### src/rtl/joypad_pkg.sv
// Shared types and constants for the NES joypad poller.
package joypad_pkg;

  localparam int unsigned NUM_BITS = 8;

  // Bit positions within a button byte, in controller shift order.
  localparam int unsigned BTN_A      = 0;
  localparam int unsigned BTN_B      = 1;
  localparam int unsigned BTN_SELECT = 2;
  localparam int unsigned BTN_START  = 3;
  localparam int unsigned BTN_UP     = 4;
  localparam int unsigned BTN_DOWN   = 5;
  localparam int unsigned BTN_LEFT   = 6;
  localparam int unsigned BTN_RIGHT  = 7;

  typedef enum logic [2:0] {
    StIdle,
    StLatch,
    StSettle,
    StHigh,
    StLow,
    StDone
  } state_t;

endpackage

### src/rtl/joypad_sync_2ff.sv
// Two-flop synchroniser for the two asynchronous pad data lines.
module joypad_sync_2ff (
  input  logic       clk,
  input  logic       reset,
  input  logic [1:0] d,
  output logic [1:0] q
);

  logic [1:0] meta;

  // Two back-to-back flops give metastability time to resolve.
  always_ff @(posedge clk or posedge reset) begin
    if (reset) begin
      meta <= '0;
      q    <= '0;
    end else begin
      meta <= d;
      q    <= meta;
    end
  end

endmodule

### src/rtl/joypad_poller.sv
// Host-side NES controller poller: strobes both pads, clocks out 8 bits
// LSB-first and presents them as parallel button bytes.
// Optional macro JOYPAD_ACTIVE_LOW_EN: invert pad data (pads drive 0 = pressed).
module joypad_poller
  import joypad_pkg::*;
#(
  parameter int unsigned CLK_DIV       = 4,
  parameter int unsigned POLL_INTERVAL = 200,
  parameter int unsigned CNT_W         = 16
) (
  input  logic       clk,
  input  logic       reset,
  input  logic       enable,
  input  logic       poll_req,
  input  logic [1:0] pad_data,
  output logic       pad_strobe,
  output logic [1:0] pad_clock,
  output logic [7:0] buttons1,
  output logic [7:0] buttons2,
  output logic       valid,
  output logic       busy
);

  state_t           state_q, state_d;
  logic [CNT_W-1:0] phase_q, phase_d;
  logic [CNT_W-1:0] ivl_q, ivl_d;
  logic [2:0]       idx_q, idx_d;
  logic [7:0]       sr1_q, sr1_d, sr2_q, sr2_d;
  logic [7:0]       btn1_q, btn1_d, btn2_q, btn2_d;
  logic             strobe_q, clock_q, valid_q, busy_q;
  logic [1:0]       data_sync, sample;
  logic             phase_last, tick;

  joypad_sync_2ff u_sync (
    .clk   (clk),
    .reset (reset),
    .d     (pad_data),
    .q     (data_sync)
  );

`ifdef JOYPAD_ACTIVE_LOW_EN
  assign sample = ~data_sync;
`else
  assign sample = data_sync;
`endif

  assign phase_last = (phase_q == CNT_W'(CLK_DIV - 1));
  assign tick       = enable && (ivl_q == CNT_W'(POLL_INTERVAL - 1));

  // Interval counter: free-runs while enabled, wrap is the poll tick.
  always_comb begin
    ivl_d = '0;
    if (enable) begin
      ivl_d = tick ? '0 : ivl_q + CNT_W'(1);
    end
  end

  // Next-state, phase counting and bit capture.
  always_comb begin
    state_d = state_q;
    phase_d = phase_q + CNT_W'(1);
    idx_d   = idx_q;
    sr1_d   = sr1_q;
    sr2_d   = sr2_q;
    btn1_d  = btn1_q;
    btn2_d  = btn2_q;
    case (state_q)
      StIdle: begin
        phase_d = '0;
        // Requests and ticks are only honoured here, so overlaps are dropped.
        if (poll_req || tick) begin
          state_d = StLatch;
          sr1_d   = '0;
          sr2_d   = '0;
        end
      end
      StLatch: begin
        if (phase_last) begin
          state_d = StSettle;
          phase_d = '0;
        end
      end
      StSettle: begin
        if (phase_last) begin
          state_d       = StHigh;
          phase_d       = '0;
          sr1_d[BTN_A]  = sample[0];
          sr2_d[BTN_A]  = sample[1];
          idx_d         = 3'(BTN_B);
        end
      end
      StHigh: begin
        if (phase_last) begin
          state_d = StLow;
          phase_d = '0;
        end
      end
      StLow: begin
        if (phase_last) begin
          phase_d      = '0;
          sr1_d[idx_q] = sample[0];
          sr2_d[idx_q] = sample[1];
          if (idx_q == 3'(NUM_BITS - 1)) begin
            state_d = StDone;
            // Load outputs on entry to DONE so they change together with valid.
            btn1_d  = sr1_d;
            btn2_d  = sr2_d;
          end else begin
            idx_d   = idx_q + 3'd1;
            state_d = StHigh;
          end
        end
      end
      StDone: begin
        state_d = StIdle;
        phase_d = '0;
      end
      default: begin
        state_d = StIdle;
        phase_d = '0;
      end
    endcase
  end

  // State and datapath registers; pad outputs registered from next state to stay glitch-free.
  always_ff @(posedge clk or posedge reset) begin
    if (reset) begin
      state_q  <= StIdle;
      phase_q  <= '0;
      ivl_q    <= '0;
      idx_q    <= '0;
      sr1_q    <= '0;
      sr2_q    <= '0;
      btn1_q   <= '0;
      btn2_q   <= '0;
      strobe_q <= 1'b0;
      clock_q  <= 1'b0;
      valid_q  <= 1'b0;
      busy_q   <= 1'b0;
    end else begin
      state_q  <= state_d;
      phase_q  <= phase_d;
      ivl_q    <= ivl_d;
      idx_q    <= idx_d;
      sr1_q    <= sr1_d;
      sr2_q    <= sr2_d;
      btn1_q   <= btn1_d;
      btn2_q   <= btn2_d;
      strobe_q <= (state_d == StLatch);
      clock_q  <= (state_d == StHigh);
      valid_q  <= (state_d == StDone);
      busy_q   <= (state_d != StIdle);
    end
  end

  assign pad_strobe = strobe_q;
  assign pad_clock  = {2{clock_q}};
  assign buttons1   = btn1_q;
  assign buttons2   = btn2_q;
  assign valid      = valid_q;
  assign busy       = busy_q;

endmodule

### config.mk
export PLATFORM = sky130hd
export DESIGN_NAME = joypad_poller
export DESIGN_NICKNAME = d
export VERILOG_FILES = /design/src/rtl/joypad_pkg.sv /design/src/rtl/joypad_sync_2ff.sv /design/src/rtl/joypad_poller.sv
export SDC_FILE = /design/constraint.sdc
export NUM_CORES = 1
export LEC_CHECK = 0
export CORE_MARGIN = 3
export CORE_UTILIZATION = 44
export DETAILED_ROUTE_END_ITERATION = 16
export PLACE_DENSITY = 0.68
export SETUP_SLACK_MARGIN = 0.5
export SYNTH_ARGS = -nofsm -noshare
export SYNTH_HDL_FRONTEND = slang
export SYNTH_SLANG_ARGS = --single-unit
### constraint.sdc
create_clock -name clk -period 7.54 [get_ports clk]
set_input_delay 1.885 -clock clk [delete_from_list [all_inputs] [get_ports clk]]
set_output_delay 1.885 -clock clk [all_outputs]
set_load 0.01 [all_outputs]
==> flow_summary.ini, run 1 <==
[timing]
drv_slew = 0
setup_viol = 0
slew_headroom = 0.356
hold_violations = 0
post-route-period-util = 0.456
period_minus_slack_ns = 3.44
tns_ns = 0
fmax_mhz = 291
rsz0062_at_grt = no
tightest_slew_ns = 0.966
skew_ns = 0.0136

[logic_synthesis]
syn_inst = 374
synth_area_leaders = dfrtp_1 50%, mux2_4 3.9%, xnor2_1 3.6%, nor2_1 3.5%, o21ai_0 3.0%
ys_types = 52
synth_top_family_by_area = simple AND/OR/NAND/NOR gates
synth_fa_ha_area_frac = 0.0129
ys_seq_area_frac = 0.503
syn-num-nets = 384
synth_xor_area_frac = 0.0565
synth_compound_area_frac = 0.101
synth_top_cell_area_share = 0.503
synthMuxAreaShare = 0.0632
postSynthAreaPerCell_um2 = 10.4
yosysMostFrequentCell = dfrtp_1
ys_ff_latch = 78
synth-edff-count = 0
synth_commonest_cells = 78 x dfrtp_1, 36 x nor2_1, 23 x o21ai_0, 20 x nand2_1, 17 x nand3_1
ys.flop_type = dfrtp_1
synth_top_area_cell = dfrtp_1
synthSimpleGateAreaFrac = 0.225
ys_warn_count = 0
synthArstFlopShare = 1.00
syn-cell-area_mm2 = 0.00388

[cts]
cts_resized = 0
clock-sinks = 78
tritoncts = yes
cts_buffers = 9
worstSkewPairLatency_ns = 0.36
clk_path_buf_depth = 2
post_cts_buffers = 0
cts_hold_buf = 0
htreeDepth = 3
clk_transition_reported_paths_ns = 0.08
cts_root_buffer = clkbuf_8

[placed_design]
port_buffers = 26
dpl.hpwl_um = 5230
place.gp.congestion = 0.795

[power_and_ir_drop]
power_switching_share = 0.309
p_int_uw = 696
p_seq_frac = 0.488
p_comb_frac = 0.193
switching_power_uw = 311
total_power_uw = 1010
peakVddDrop_uv = 88.8
pwr-share-clk = 0.319
powerDensity_mw_per_mm2 = 229
leakage_uw = 0.00188

[routing]
via_per_inst = 5.61
avgRoutedWirePerCell_um = 15.4
ant_nets = 0
first_iter_violations = 77
dr_total_vias = 2837
drc_errors = 0
totalWireLength_um = 7780
first_pass_iters = 4

[setup_path]
rrSetupSlack_ns = 5.31
rr_worst_depth = 5
worstSetupStartpoint = enable
cp-endpoint = sr1_q[6]$_DFFE_PP0P_
crit_path_start_kind = input port
r2r_start = phase_q[0]$_DFF_PP0_
critPathCaptureType = flop
path_class = input port to flop
critical_path_required_ns = 7.76
rr_endpoint = buttons2[1]$_DFFE_PP0P_
crit_fanout = 10
critical_path_arrival_ns = 3.66

[finish]
diodes = 0
area_growth_pct = 13.6
fillers = 748
multi_input_area_mm2 = 0.00178
nNetsFinal = 406
seqCellArea_mm2 = 0.00195
drive_gt1_frac = 0.107

[die]
initial_core_util = 0.463
fp.dieH_um = 99.9
core_mm2 = 0.00838
ios = 27
dieArea_mm2 = 0.00998
die_x_um = 99.9
num_rows = 33

[grt]
grt_use_total = 0.167
overflow = 0
grt_pass1_vias = 2760
grt_pass1_wl_um = 13300
grt_max_degree = 79
antenna_found_initial = 0

[status]
status = finished clean

[job]
maxCapViolations = 0

[min_path]
hold_path_class = flop to flop
worst min-delay path by stage:
stage | slack [ns] | from | cells after the start | end
2_1_floorplan | 0.33 | u_sync.meta[0]$_DFF_PP0_ | 0 | u_sync.q[0]$_DFF_PP0_
3_3_place_gp | 0.34 | u_sync.meta[0]$_DFF_PP0_ | 0 | u_sync.q[0]$_DFF_PP0_
3_5_place_dp | 0.34 | u_sync.meta[1]$_DFF_PP0_ | 0 | u_sync.q[1]$_DFF_PP0_
4_1_cts | 0.35 | u_sync.meta[1]$_DFF_PP0_ | 0 | u_sync.q[1]$_DFF_PP0_
5_1_grt | 0.36 | u_sync.meta[1]$_DFF_PP0_ | 0 | u_sync.q[1]$_DFF_PP0_
6_report | 0.35 | u_sync.meta[1]$_DFF_PP0_ | 0 | u_sync.q[1]$_DFF_PP0_
cells by family (layout without fill, tap and decap cells):
| logic type | count (synthesis) | count (layout) |
|---|---|---|
| multiplexers | 19 | 19 |
| buffers and inverters | 33 | 60 |
| AND/OR/NAND/NOR | 153 | 153 |
| flip-flops | 78 | 78 |
| XOR/XNOR | 25 | 25 |
| AO/OA/AOI/OAI | 62 | 62 |
| adder cells (fa/ha/maj) | 4 | 4 |
flip-flops by register name (all words and copies together), names as in the netlist, 2 cells and up:
register and count:
buttons1 8, buttons2 8, idx_q 3, ivl_q 16, phase_q 16, sr1_q 8, sr2_q 8, state_q 3
u_sync.meta 2, u_sync.q 2
routing by layer:
layer | wire length [µm] | share of wire | vias to the layer above | global-route usage
met5 | 0 | 0 | - | 0
met4 | 95 | 0.012 | 0 | 0.0557
met3 | 262 | 0.034 | 11 | 0.0417
met2 | 3760 | 0.48 | 45 | 0.278
met1 | 3670 | 0.47 | 1393 | 0.214
li1 | - | - | 1388 | -
cell usage in the layout, fill, tap and decap left out, types with 3 or more instances in the layout:
cell type | Yosys | routed
or3_1 | 7 | 7
nor4b_1 | 3 | 3
nor3_1 | 7 | 7
or4_1 | 4 | 4
or2_2 | 5 | 5
clkdlybuf4s50_1 | 0 | 26
xor2_1 | 9 | 9
dfrtp_1 | 78 | 78
a21oi_1 | 9 | 9
o211ai_1 | 10 | 10
mux2_4 | 10 | 10
nand3_1 | 17 | 17
inv_1 | 16 | 15
xnor2_1 | 16 | 16
clkbuf_8 | 0 | 11
o22ai_1 | 3 | 3
and4_1 | 3 | 3
and2_1 | 6 | 6
nand4_1 | 13 | 13
and3_1 | 5 | 5
o21ai_0 | 23 | 23
nand3b_1 | 3 | 3
a31oi_1 | 4 | 4
ha_1 | 4 | 4
nor3b_1 | 4 | 3
nor4_1 | 7 | 7
nor2_1 | 36 | 36
nand2_1 | 20 | 20
o2bb2ai_1 | 3 | 3
mux2i_1 | 5 | 5
power by group through the flow:
stage          Clock, µW  Sequential, µW  Combinational (µW)
4_1_cts              332             490                 198
3_3_place_gp           0             497                 192
6_report             321             492                 194
5_1_grt              354             497                 217
3_5_place_dp           0             498                 197
2_1_floorplan          0             480                 160
critical path: stages:
cell	delay [ns]
clkdlybuf4s50_1	0.49
nor4b_1	0.32
a41oi_1	0.28
o22ai_2	0.50
o21ai_0	0.16
area by class of cell:
class,instances,share of cell area
inverters,16,0.0136
clock buffers,13,0.0361
multi-input cells,263,0.405
repair buffers,28,0.0625
clock inverters,3,0.00966
flip-flops and latches,78,0.443
well taps,105,0.0298
per-stage QoR:
stage | worst slack [ns] | cells | util | area, µm² | hold WS (ns)
final | 4.10 | 506 | 0.525 | 4400 | 0.352
after global routing | 3.80 | 506 | 0.525 | 4400 | 0.358
after CTS | 4.09 | 506 | 0.525 | 4400 | 0.354
after detailed placement | 3.70 | 490 | 0.501 | 4200 | 0.337
after global placement | 3.75 | 490 | 0.501 | 4200 | 0.340
after floorplan | 3.66 | 374 | - | 3880 | 0.331
(Power assumes the default switching activity.)
==> run 2: changes to the inputs <==
Clock period 7.54 ns to 3.6 ns, I/O delays scaled along.
==> run 2 against run 1 <==
  * Cell count up 0.20%
  * Worst setup slack worse by 3.0 ns
  * Sequential cell count stayed put
  * Non-clock buffer count up 1
  * Utilization is 0.34 points higher
  * Die area did not move
  * Critical endpoint is now sr1_q[4]$_DFFE_PP0P_
  * Largest cell class unchanged
  * Largest power group unchanged
==> flow_summary.ini, run 2 (synthesis gave the netlist of run 1 again) <==
[status]
status = finished clean

[timing]
period_minus_slack_ns = 2.51
hold_violations = 0
skew_ns = 0.0126
setup_ws_ns = 1.09
setup_viol = 0
slew_headroom = 0.550
drv_slew = 0
post-route-period-util = 0.696
tightest_slew_ns = 0.674
rsz0062_at_grt = no
fmax_mhz = 399
tns_ns = 0

[grt]
grt_pass1_vias = 2764
overflow = 0
grt_max_degree = 34
antenna_found_initial = 0
grt_pass1_wl_um = 13400
grt_use_total = 0.166

[routing]
first_pass_iters = 4
avgRoutedWirePerCell_um = 15.6
dr_total_vias = 2831
totalWireLength_um = 7890
drc_errors = 0
ant_nets = 0
via_per_inst = 5.58
first_iter_violations = 116

[cts]
cts_root_buffer = clkbuf_8
htreeDepth = 3
clk_transition_reported_paths_ns = 0.07
cts_resized = 0
clock-sinks = 78
tritoncts = yes
clk_path_buf_depth = 2
post_cts_buffers = 0
cts_hold_buf = 0
cts_buffers = 9
worstSkewPairLatency_ns = 0.35

[placed_design]
port_buffers = 26
place_inst = 491
dpl.hpwl_um = 5330
post_dp_cell_area_mm2 = 0.00421
place_ws_ns = 0.763
place.gp.congestion = 0.881

[setup_path]
crit_chain = clkdlybuf4s50_1 -> nor4b_1 -> a41oi_1 -> o22ai_2 -> o21ai_0
critical_path_required_ns = 3.80
rr_worst_depth = 5
crit_path_top_delay_cell = clkdlybuf4s50_1
max_stage_delay_ns = 0.50
critPathCaptureType = flop
crit_fanout = 10
critical_path_arrival_ns = 2.71
crit_path_start_kind = input port
path_class = input port to flop

[finish]
nNetsFinal = 407
most-common-layout-cells = 78 x dfrtp_1, 36 x nor2_1, 26 x clkdlybuf4s50_1
drive_gt1_frac = 0.112
top_regs = ivl_q: 16 flops, phase_q: 16 flops
stdcell_area_mm2 = 0.00443
diodes = 0
fillers = 760
final_common_cell = dfrtp_1
seqCellArea_mm2 = 0.00195
area_growth_pct = 14.3
final_cells = 507
multi_input_area_mm2 = 0.00178

[power_and_ir_drop]
powerDensity_mw_per_mm2 = 488
peakVddDrop_uv = 364
total_power_uw = 2160
leakage_uw = 0.00189

[die]
initial_core_util = 0.463
core_mm2 = 0.00838
fp.dieH_um = 99.9
ios = 27
num_rows = 33
die_x_um = 99.9
dieArea_mm2 = 0.00998

[min_path]
hold_path_class = flop to flop
hold_depth = 0

[job]
maxCapViolations = 0
run 2: cell count changes in the layout (fill, tap and decap cells not counted), sizes merged:
cell and delta:
buf +1, bufinv +1, inv +1, clkbuf -2
run 2: path summary, 6_finish.rpt:
path / startpoint / to / slack, ns
min reg2reg: u_sync.meta[0]$_DFF_PP0_ / u_sync.q[0]$_DFF_PP0_ / 0.35
max reg2reg: phase_q[0]$_DFF_PP0_ / phase_q[6]$_DFF_PP0_ / 1.38
min: u_sync.meta[0]$_DFF_PP0_ / u_sync.q[0]$_DFF_PP0_ / 0.35
min in group asynchronous: reset / ivl_q[1]$_DFF_PP0_ / 0.97
max: enable / sr1_q[4]$_DFFE_PP0P_ / 1.09
max in group asynchronous: reset / buttons2[4]$_DFFE_PP0P_ / 1.77
run 2: through the flow:
step | hold WS, ns | util
after floorplan | 0.331 | -
after global placement | 0.340 | 0.502
after detailed placement | 0.335 | 0.502
after CTS | 0.350 | 0.529
after global routing | 0.365 | 0.529
final | 0.348 | 0.529
run 2: critical path: cells and delay by family:
kind	cells	cell delay, ns
AOI/OAI and AO/OA	3	0.95
buffers and inverters	1	0.50
and+or+nand+nor	1	0.35
run 2: final cells by class:
cell class / instances / area share
Tap cell: 105 / 0.0296
Timing Repair Buffer: 29 / 0.0638
Multi-Input combinational cell: 263 / 0.402
Clock inverter: 5 / 0.0184
Clock buffer: 11 / 0.0319
Inverter: 16 / 0.0136
Sequential cell: 78 / 0.440
run 2: power breakdown:
part / internal, µW / leakage, µW / switching [µW] / total (µW)
clock network: 411 / 0.000110 / 318 / 729
registers: 940 / 0.00106 / 88.0 / 1030
logic: 161 / 0.000719 / 244 / 405
total: 1510 / 0.00189 / 651 / 2160
run 2: metal layers:
layer  track usage  share of wire  vias up
li1              -              -     1381
met1         0.213           0.45     1392
met2         0.283           0.50       52
met3        0.0438          0.039        6
met4        0.0378         0.0086        0
met5             0              0        -
